`config.mk`:
```
export PLATFORM = sky130hd
export DESIGN_NAME = demux8_collector
export DESIGN_NICKNAME = d
export VERILOG_FILES = /design/src/rtl/demux_pkg.sv /design/src/rtl/slot_decoder.sv /design/src/rtl/demux8_collector.sv
export SDC_FILE = /design/constraint.sdc
export NUM_CORES = 1
export LEC_CHECK = 0
export ABC_AREA = 1
export BUFFER_PORTS_ARGS = -buffer_cell sky130_fd_sc_hd__buf_2
export CORE_ASPECT_RATIO = 1.1
export CORE_UTILIZATION = 25
export CTS_CLUSTER_DIAMETER = 60
export DETAILED_ROUTE_END_ITERATION = 8
export PLACE_DENSITY = 0.47
export SYNTH_ARGS = -nofsm -noshare
export SYNTH_HDL_FRONTEND = slang
export SYNTH_HIERARCHICAL = 1
export SYNTH_SLANG_ARGS = --single-unit
```
`constraint.sdc`:
```
create_clock -name clk -period 3.4 [get_ports clk]
set_input_delay 0.85 -clock clk [delete_from_list [all_inputs] [get_ports clk]]
set_output_delay 0.85 -clock clk [all_outputs]
set_load 0.03 [all_outputs]
```
`src/rtl/demux_pkg.sv`:
```
// rtl/demux_pkg.sv - shared types and helpers for the bit demux collector
package demux_pkg;

  typedef enum logic {
    COLLECT = 1'b0,
    STALL   = 1'b1
  } state_e;

  localparam logic MODE_AUTO     = 1'b0;
  localparam logic MODE_EXPLICIT = 1'b1;

  localparam int DEF_WIDTH = 8;
  localparam int DEF_SEL_W = $clog2(DEF_WIDTH);

  function automatic logic [DEF_WIDTH-1:0] onehot(input logic [DEF_SEL_W-1:0] slot);
    onehot       = '0;
    onehot[slot] = 1'b1;
  endfunction

endpackage

```
`src/rtl/slot_decoder.sv`:
```
// rtl/slot_decoder.sv - select to one-hot slot decoder
module slot_decoder #(
  parameter  int WIDTH = 8,
  localparam int SEL_W = $clog2(WIDTH)
) (
  input  logic [SEL_W-1:0] i_sel,
  output logic [WIDTH-1:0] o_onehot
);

  always_comb begin
    o_onehot        = '0;
    o_onehot[i_sel] = 1'b1;
  end

endmodule

```
`src/rtl/demux8_collector.sv`:
```
// rtl/demux8_collector.sv - serial bit to parallel word collector
// Steers one bit per handshake into a slot chosen by counter or sel; emits full words on a valid/ready port.
module demux8_collector
  import demux_pkg::*;
#(
  parameter  int WIDTH = 8,
  localparam int SEL_W = $clog2(WIDTH)
) (
  input  logic             clk,
  input  logic             rst,
  input  logic             in_bit,
  input  logic             in_valid,
  output logic             in_ready,
  input  logic [SEL_W-1:0] sel,
  input  logic             sel_mode,
  input  logic             clr,
  output logic [WIDTH-1:0] out_data,
  output logic             out_valid,
  input  logic             out_ready,
  output logic [WIDTH-1:0] slot_strobe
);

  state_e           r_state;
  state_e           w_state_nxt;
  logic [WIDTH-1:0] r_asm;
  logic [WIDTH-1:0] r_mask;
  logic [SEL_W-1:0] r_cnt;
  logic             r_mode_q;
  logic [WIDTH-1:0] r_out_data;
  logic             r_out_valid;
  logic [WIDTH-1:0] r_strobe;

  logic             w_empty;
  logic             w_mode;
  logic [SEL_W-1:0] w_slot;
  logic [WIDTH-1:0] w_dec;
  logic [WIDTH-1:0] w_asm_new;
  logic             w_complete;
  logic             w_out_free;
  logic             w_wr;
  logic             w_load_out;
  logic             w_clr_frame;
  logic [WIDTH-1:0] w_load_word;

  // The first bit of a frame must follow the live sel_mode, not the stale latch.
  assign w_empty    = (r_mask == '0) && (r_cnt == '0);
  assign w_mode     = w_empty ? sel_mode : r_mode_q;
  assign w_slot     = (w_mode == MODE_AUTO) ? r_cnt : sel;
  assign w_asm_new  = in_bit ? (r_asm | w_dec) : (r_asm & ~w_dec);
  assign w_complete = (w_mode == MODE_EXPLICIT) ? ((r_mask | w_dec) == '1)
                                                : (r_cnt == SEL_W'(WIDTH - 1));
  assign w_out_free = !r_out_valid || out_ready;

  slot_decoder #(.WIDTH(WIDTH)) u_slot_decoder (
    .i_sel    (w_slot),
    .o_onehot (w_dec)
  );

  always_ff @(posedge clk or posedge rst) begin
    if (rst) begin
      r_state <= COLLECT;
    end else begin
      r_state <= w_state_nxt;
    end
  end

  always_comb begin
    w_state_nxt = r_state;
    in_ready    = 1'b0;
    w_wr        = 1'b0;
    w_load_out  = 1'b0;
    w_clr_frame = 1'b0;
    w_load_word = w_asm_new;
    case (r_state)
      COLLECT: begin
        in_ready = 1'b1;
        if (clr) begin
          w_clr_frame = 1'b1;
        end else if (in_valid) begin
          w_wr = 1'b1;
          if (w_complete) begin
            if (w_out_free) begin
              w_load_out  = 1'b1;
              w_clr_frame = 1'b1;
            end else begin
              w_state_nxt = STALL;
            end
          end
        end
      end
      STALL: begin
        w_load_word = r_asm;
        if (clr) begin
          w_clr_frame = 1'b1;
          w_state_nxt = COLLECT;
        end else if (out_ready) begin
          w_load_out  = 1'b1;
          w_clr_frame = 1'b1;
          w_state_nxt = COLLECT;
        end
      end
      default: w_state_nxt = COLLECT;
    endcase
  end

  always_ff @(posedge clk or posedge rst) begin
    if (rst) begin
      r_asm       <= '0;
      r_mask      <= '0;
      r_cnt       <= '0;
      r_mode_q    <= MODE_AUTO;
      r_out_data  <= '0;
      r_out_valid <= 1'b0;
      r_strobe    <= '0;
    end else begin
      r_strobe <= w_wr ? w_dec : '0;
      if (w_empty) begin
        r_mode_q <= sel_mode;
      end
      if (w_clr_frame) begin
        r_asm  <= '0;
        r_mask <= '0;
        r_cnt  <= '0;
      end else if (w_wr) begin
        r_asm  <= w_asm_new;
        r_mask <= r_mask | w_dec;
        if (w_mode == MODE_AUTO) begin
          r_cnt <= r_cnt + SEL_W'(1);
        end
      end
      if (w_load_out) begin
        r_out_data  <= w_load_word;
        r_out_valid <= 1'b1;
      end else if (out_ready) begin
        r_out_valid <= 1'b0;
      end
    end
  end

  assign out_data    = r_out_data;
  assign out_valid   = r_out_valid;
  assign slot_strobe = r_strobe;

endmodule

```
== Yosys cells after proc, flatten, opt, wreduce, memory -nomap -nowiden ==
Index checks and enable logic that the tools add are counted.

* Bits of input ports: 10
* Bits in registers: 38
* Output and inout port bits: 18
* Logic and storage cells: 66

* Bitwise gates (word level): 5
* Add/sub/neg operators: 1
* Equal/unequal tests: 3
* Order comparisons: 2
* Reductions and logical operators: 9
* Multiplexer cells: 38

{| class="wikitable"
|+ Operator list
! operator !! number
|-
| 8-bit 2-to-1 mux || 7
|-
| 1-bit 2-to-1 mux || 23
|-
| 8-bit bitwise OR || 2
|-
| 3-bit 2-to-1 mux || 4
|-
| 8-bit AND || 1
|-
| 8-bit equality test (second input constant) || 1
|-
| 8-bit logical NOT || 1
|-
| 8-bit NOT || 1
|-
| 1-bit case mux with 2 select lines || 3
|-
| 3-bit by 4-bit < comparator with 1-bit output (second input constant) || 1
|-
| 2-bit nonzero test || 2
|-
| 3-bit by 1-bit adder with 3-bit output (second input constant) || 1
|-
| 1-bit demux with 3-bit select || 1
|-
| 3-bit equality test (second input constant) || 1
|-
| 3-bit by 1-bit >= comparator with 1-bit output (second input constant) || 1
|-
| 3-bit logical NOT || 1
|-
| 1-bit logical AND || 2
|-
| 2-bit by 1-bit != test with 1-bit output (second input constant) || 1
|-
| 2-bit AND reduction || 1
|-
| 1-bit logical NOT || 1
|-
| 1-bit logical OR || 1
|-
| 1-bit NOT || 1
|}

== Logic depth before layout (Yosys ltp) ==
* Depth after elaboration: 17
* Gate-level depth with buffers: 24
* Mapped depth without buffers: 24

== Cells and area by module ==
The synthesis kept the hierarchy.

{| class="wikitable"
|+ Modules (own cells, without submodules)
! module !! cells each !! instances !! sequential area each (sq um) !! area an instance (sq um)
|-
| demux8_collector || 237 || 1 || 950.9 || 1,920.6
|-
| slot_decoder || 15 || 1 || 0.0 || 56.3
|}

== Worst setup path after synthesis ==
Ideal clock, no wire load.

* Kind: register to register
* From: reg r_cnt[0]
* To: reg r_out_data[0] (netlist: out_data[0])
* Setup slack: 0.677 ns
* Arrival: 2.605 ns
* Data required time: 3.282 ns
* Path buffers: 0
* Clock period less this slack: 2.723 ns
* Setup time: 0.118 ns
* Cell stages (with the launch flop): 22
* Cells stage by stage: dfrtp_1 inv_1 ha_1 inv_1 nor2_2 nand2_1 o21bai_2 nand2_2 o21ai_0 inv_2 nor2_1 inv_1 nand2_1 o21ai_0 nor2_1 nand2_1 nand3_2 nand3_2 nand2_2 nand2_4 nand2_1 nand2_1

* Longest elaborated chain between the ends: 15
* Elaborated cells between the ends (all ways): 22
* Classes of those cells: 2 x order compare; 2 x eq/ne; 11 x mux; 4 x bitwise; 3 x reduce/logical

{| class="wikitable"
|+ RTL lines
! item !! line !! RTL
|-
| start, declared || demux8_collector.sv:27 || <nowiki>logic [SEL_W-1:0] r_cnt;</nowiki>
|-
| start signal, assigned || demux8_collector.sv:128 || <nowiki>r_cnt <= r_cnt + SEL_W'(1);</nowiki>
|-
| 3-bit logical NOT (*) || demux8_collector.sv:46 || <nowiki>assign w_empty = (r_mask == '0) && (r_cnt == '0);</nowiki>
|-
| 1-bit logical AND (*) || demux8_collector.sv:46 ||
|-
| 1-bit 2-to-1 mux (*) || - ||
|-
| named net w_mode || demux8_collector.sv:34 || <nowiki>logic w_mode;</nowiki>
|-
| 3-bit 2-to-1 mux (*) || demux8_collector.sv:48 || <nowiki>assign w_slot = (w_mode == MODE_AUTO) ? r_cnt : sel;</nowiki>
|-
| named net w_slot[0] || demux8_collector.sv:35 || <nowiki>logic [SEL_W-1:0] w_slot;</nowiki>
|-
| 3-bit by 4-bit < comparator with 1-bit output (not written as such) or 3-bit by 1-bit >= comparator with 1-bit output (tied branches) || slot_decoder.sv:12 || <nowiki>o_onehot[i_sel] = 1'b1;</nowiki>
|-
| 1-bit logical AND (not written as such) || slot_decoder.sv:12 ||
|-
| (+2 left out) || - ||
|-
| named net w_dec[1] || demux8_collector.sv:36 || <nowiki>logic [WIDTH-1:0] w_dec;</nowiki>
|-
| 8-bit bitwise OR (*) || demux8_collector.sv:50 || <nowiki>assign w_complete = (w_mode == MODE_EXPLICIT) ? ((r_mask | w_dec) == '1)</nowiki>
|-
| 8-bit equality test (*) || demux8_collector.sv:50 ||
|-
| 1-bit 2-to-1 mux (*) || demux8_collector.sv:50 ||
|-
| 1-bit 2-to-1 mux (*) || demux8_collector.sv:81 || <nowiki>if (w_complete) begin</nowiki>
|-
| 1-bit 2-to-1 mux (*) || demux8_collector.sv:79 || <nowiki>end else if (in_valid) begin</nowiki>
|-
| 1-bit 2-to-1 mux (*) || demux8_collector.sv:77 || <nowiki>if (clr) begin</nowiki>
|-
| 1-bit case mux with 2 select lines (*) || demux8_collector.sv:74 || <nowiki>case (r_state)</nowiki>
|-
| end signal, assigned || demux8_collector.sv:132 || <nowiki>r_out_data <= w_load_word;</nowiki>
|-
| end, declared || demux8_collector.sv:29 || <nowiki>logic [WIDTH-1:0] r_out_data;</nowiki>
|}

Mark *: on every way through the listed nets, which the timed path passes. The rest lies on a longest branch.
A chain may end at the register's enable or synchronous reset.

== Worst setup path in the final report ==
* From: reg r_cnt[0]
* To: reg r_out_data[1] (netlist: out_data[1])

The elaborated chain is that of the path after synthesis.

==> impl_metrics.env <==
export IMPL_die_w_microns=86.8
export IMPL_power_clock_fraction_pct=16.2
export IMPL_drive_gt1_share_pct=23.4
export IMPL_final_max_slew_viol_count=0
export IMPL_crit_top_cell="nand2_1"
export IMPL_synth_seq_cells=38
export IMPL_vias=1659
export IMPL_synth_xor_area_share_pct=0.443
export IMPL_dp_cells=384
export IMPL_path_cells="inv_1 > ha_1 > inv_1 > nor2_2 > nand2_1 > inv_1 > nand3_1 > nand2_2 > mux2_2 > inv_1 > nand2_1 > nor2_1 > o21ai_0 > nor2_1 > nand2_1 > nand3_2 > nand3_2 > nand2_4 > nand2_4 > nand2_1 > nand2_1"
export IMPL_hold_buffers=0
export IMPL_io_buffers=27
export IMPL_syn_area_sq_um=1980
export IMPL_ys_seq_area_share_pct=48.1
export IMPL_rsz0062_at_grt="yes"
export IMPL_p_comb_share_pct=52.7
export IMPL_min_to="out_data[6]"
export IMPL_area_growth_pct=21.4
export IMPL_design_area_sq_um=2400
export IMPL_reg2reg_from="r_cnt[0]"
export IMPL_synth_avg_cell_area_sq_um=7.84
export IMPL_initial_core_util_pct=26.2
export IMPL_n_fill_cell=820
export IMPL_routed_via_density=4.19
export IMPL_fin_crit_sh_pct=88.8
export IMPL_drtAntennaViolNets=0
export IMPL_clk_latency_ns=0.29
export IMPL_min_from="out_data[6]"
export IMPL_synthesis_instances=252
export IMPL_coreArea_sq_um=7560
export IMPL_maxSlewHeadroom_pct=50.9
export IMPL_p_total_w=0.00197
export IMPL_register_area_sq_um=951
export IMPL_cts_tree="done"
export IMPL_setup_viol=0
export IMPL_clkSlewWorstSetupHoldPaths_ns=0.08
export IMPL_crit_family="simple AND/OR/NAND/NOR gates"
export IMPL_drtIter0Drc=80
export IMPL_cts_buffers=5
export IMPL_instances_no_fill=396
export IMPL_hp_class="reg -> reg"
export IMPL_synth_nets=265
export IMPL_nets=303
export IMPL_grt_max_degree=22
export IMPL_critPathKind="reg -> reg"
export IMPL_fmax_mhz=331
export IMPL_hold_viol=0
export IMPL_fin_ws_ns=0.382
export IMPL_whs_path_depth=2
export IMPL_reg2regPathDepth=21
export IMPL_r2r_setup_slack_ns=0.38
export IMPL_overflow=0
export IMPL_finClkSkew_ns=0.00956
export IMPL_p_int_w=0.00107
export IMPL_yosys_area_share_simple_pct=26.7
export IMPL_tightestPinTransition_ns=0.736
export IMPL_wl_per_cell_microns=11.9
export IMPL_mostFrequentLayoutCell="inv_1"
export IMPL_grt_pass1_vias=1659
export IMPL_irDropWorstVdd_mv=0.195
export IMPL_num_io_pins=28
export IMPL_p_sw_share_pct=45.8
export IMPL_maxCapViolCount=0
export IMPL_ys_types=24
export IMPL_cp_start_kind="flip-flop"
export IMPL_multiInputGateArea_sq_um=833
export IMPL_cp_required_ns=3.58
export IMPL_leakage_nw=1.22
export IMPL_synth_compound_area_share_pct=12.2
export IMPL_dp_slack_ns=0.327
export IMPL_most_common_layout_cells="inv_1, nand2_1, dfrtp_1, nor2_1, buf_2"
export IMPL_cp_end_kind="flip-flop"
export IMPL_hpwl_mm=3.54
export IMPL_firstDrtPassIters=4
export IMPL_crit_arrival_ns=3.20
export IMPL_ys_warn_count=6
export IMPL_status="completed"
export IMPL_grt_first_pass_wirelength_mm=8.03
export IMPL_rows=33
export IMPL_cts_sinks=38
export IMPL_cts_root_buffer="clkbuf_8"
export IMPL_gp_congestion=0.822
export IMPL_worst_path_max_fanout=9
export IMPL_synthMuxAreaShare_pct=0.570
export IMPL_cp_num_buf_inv=4
export IMPL_synth_top_family_by_area="simple AND/OR/NAND/NOR gates"
export IMPL_placed_area_sq_um=2250
export IMPL_antenna_cells=0
export IMPL_max_stage_delay_ns=0.38
export IMPL_globalRouteTotalUtil_pct=12.8
export IMPL_wirelength_mm=4.73
export IMPL_reg2reg_to="out_data[1]"
export IMPL_power_density_nw_per_um2=823
export IMPL_period_minus_slack_ns=3.02
export IMPL_dieArea_sq_um=8270
export IMPL_p_sw_w=0.000905
export IMPL_clockBufferDepth=2
export IMPL_cp_slowest_cell="dfrtp_1"
export IMPL_synth_fa_ha_area_share_pct=1.90
export IMPL_antenna_found_initial=0
export IMPL_die_y_microns=95.3
export IMPL_seqPwrFrac_pct=31.1
export IMPL_htree_levels=2
export IMPL_drc=0
## area by class of cell
| class | count | area share [%] |
|---|---|---|
| clock buffer | 7 | 3.60 |
| multi-input combinational | 163 | 34.7 |
| sequential | 38 | 39.6 |
| inverter | 48 | 7.51 |
| tap | 105 | 5.47 |
| timing repair buffer | 34 | 8.86 |
| clock inverter | 1 | 0.209 |
## sequential cells by signal, summed over array words and instances, names as in the netlist
name and flops:
out_data 8, out_valid 1, r_mask 8, r_cnt 3, r_state 1, r_asm 8, slot_strobe 8, r_mode_q 1
## how the worst max path moves through the flow
| stage | start | end | slack, ns | cells after the start |
|---|---|---|---|---|
| 2_1_floorplan | r_cnt[0] | out_data[0] | 0.68 | 21 |
| 3_3_place_gp | r_cnt[0] | out_data[3] | 0.34 | 23 |
| 3_5_place_dp | sel_mode | out_data[1] | 0.33 | 18 |
| 4_1_cts | r_cnt[0] | out_data[3] | 0.29 | 23 |
| 5_1_grt | r_cnt[0] | out_data[0] | -0.007 | 23 |
| 6_report | r_cnt[0] | out_data[1] | 0.38 | 21 |
## worst register-to-register path, stage by stage, from the launching register on
cell,delay (ns)
dfrtp_1,0.38
inv_1,0.11
ha_1,0.16
inv_1,0.04
nor2_2,0.12
nand2_1,0.10
inv_1,0.06
nand3_1,0.12
nand2_2,0.17
mux2_2,0.37
inv_1,0.07
nand2_1,0.07
nor2_1,0.24
o21ai_0,0.14
nor2_1,0.10
nand2_1,0.07
nand3_2,0.08
nand3_2,0.13
nand2_4,0.15
nand2_4,0.10
nand2_1,0.08
nand2_1,0.05
## cells in the mapped netlist
master    count  share of area [%]
or2_1         2               0.63
inv_1        44                8.4
inv_2         3               0.57
nand3_2       3                1.5
nand3_4       1               0.89
o32ai_1       1               0.44
dfrtp_1      38                 48
nand3_1      12                3.0
buf_6         1               0.57
clkinv_1      1               0.19
o21bai_2      1               0.57
nand2_4       1               0.57
a21oi_1      12                3.0
nand2_2       2               0.63
mux2_2        1               0.57
clkbuf_1      1               0.19
buf_2         1               0.25
ha_1          3                1.9
o22ai_1       8                2.5
nor2_1       37                7.0
xor2_1        1               0.44
o21ai_0      22                5.6
nand2_1      42                8.0
nor2_2       14                4.4
## power groups by stage
stage                     sequential (W)  clock, W  combinational, W
after global routing            0.000627  0.000351           0.00119
after floorplan                 0.000725         0          0.000641
after detailed placement        0.000623         0          0.000987
final                           0.000613  0.000321           0.00104
after global placement          0.000623         0          0.000989
after CTS                       0.000615  0.000338          0.000994
## repair_timing
| action | 4_1_cts | 5_1_grt |
|---|---|---|
| endpoints found under the hold margin | 0 | 0 |
| setup buffers | 0 | 4 |
| endpoints found under the setup margin | 0 | 28 |
| gates resized for setup | 0 | 2 |
## per-layer routing
metal	GRT usage (%)	wire length [microns]	vias to the layer above
met1	16.5	2260	752
met4	5.69	94	0
met3	2.86	154	10
li1	-	-	863
met2	20.5	2220	34
met5	0	0	-
## cells by family after synthesis
logic type | count (synthesis)
simple gates | 114
fa+ha+maj | 3
mux | 1
compound gates | 44
xor+xnor | 1
flops | 38
buf+inv | 51
## per-stage QoR
stage / utilization [%] / hold WS (ns) / setup TNS (ns)
CTS: 30.9 / 0.481 / 0
floorplan: - / 0.511 / 0
detailed placement: 29.7 / 0.461 / 0
finish: 31.8 / 0.473 / 0
global placement: 29.7 / 0.460 / 0
global route: 31.8 / 0.498 / -0.00664
No activity file was read; power rests on OpenSTA's default activity.
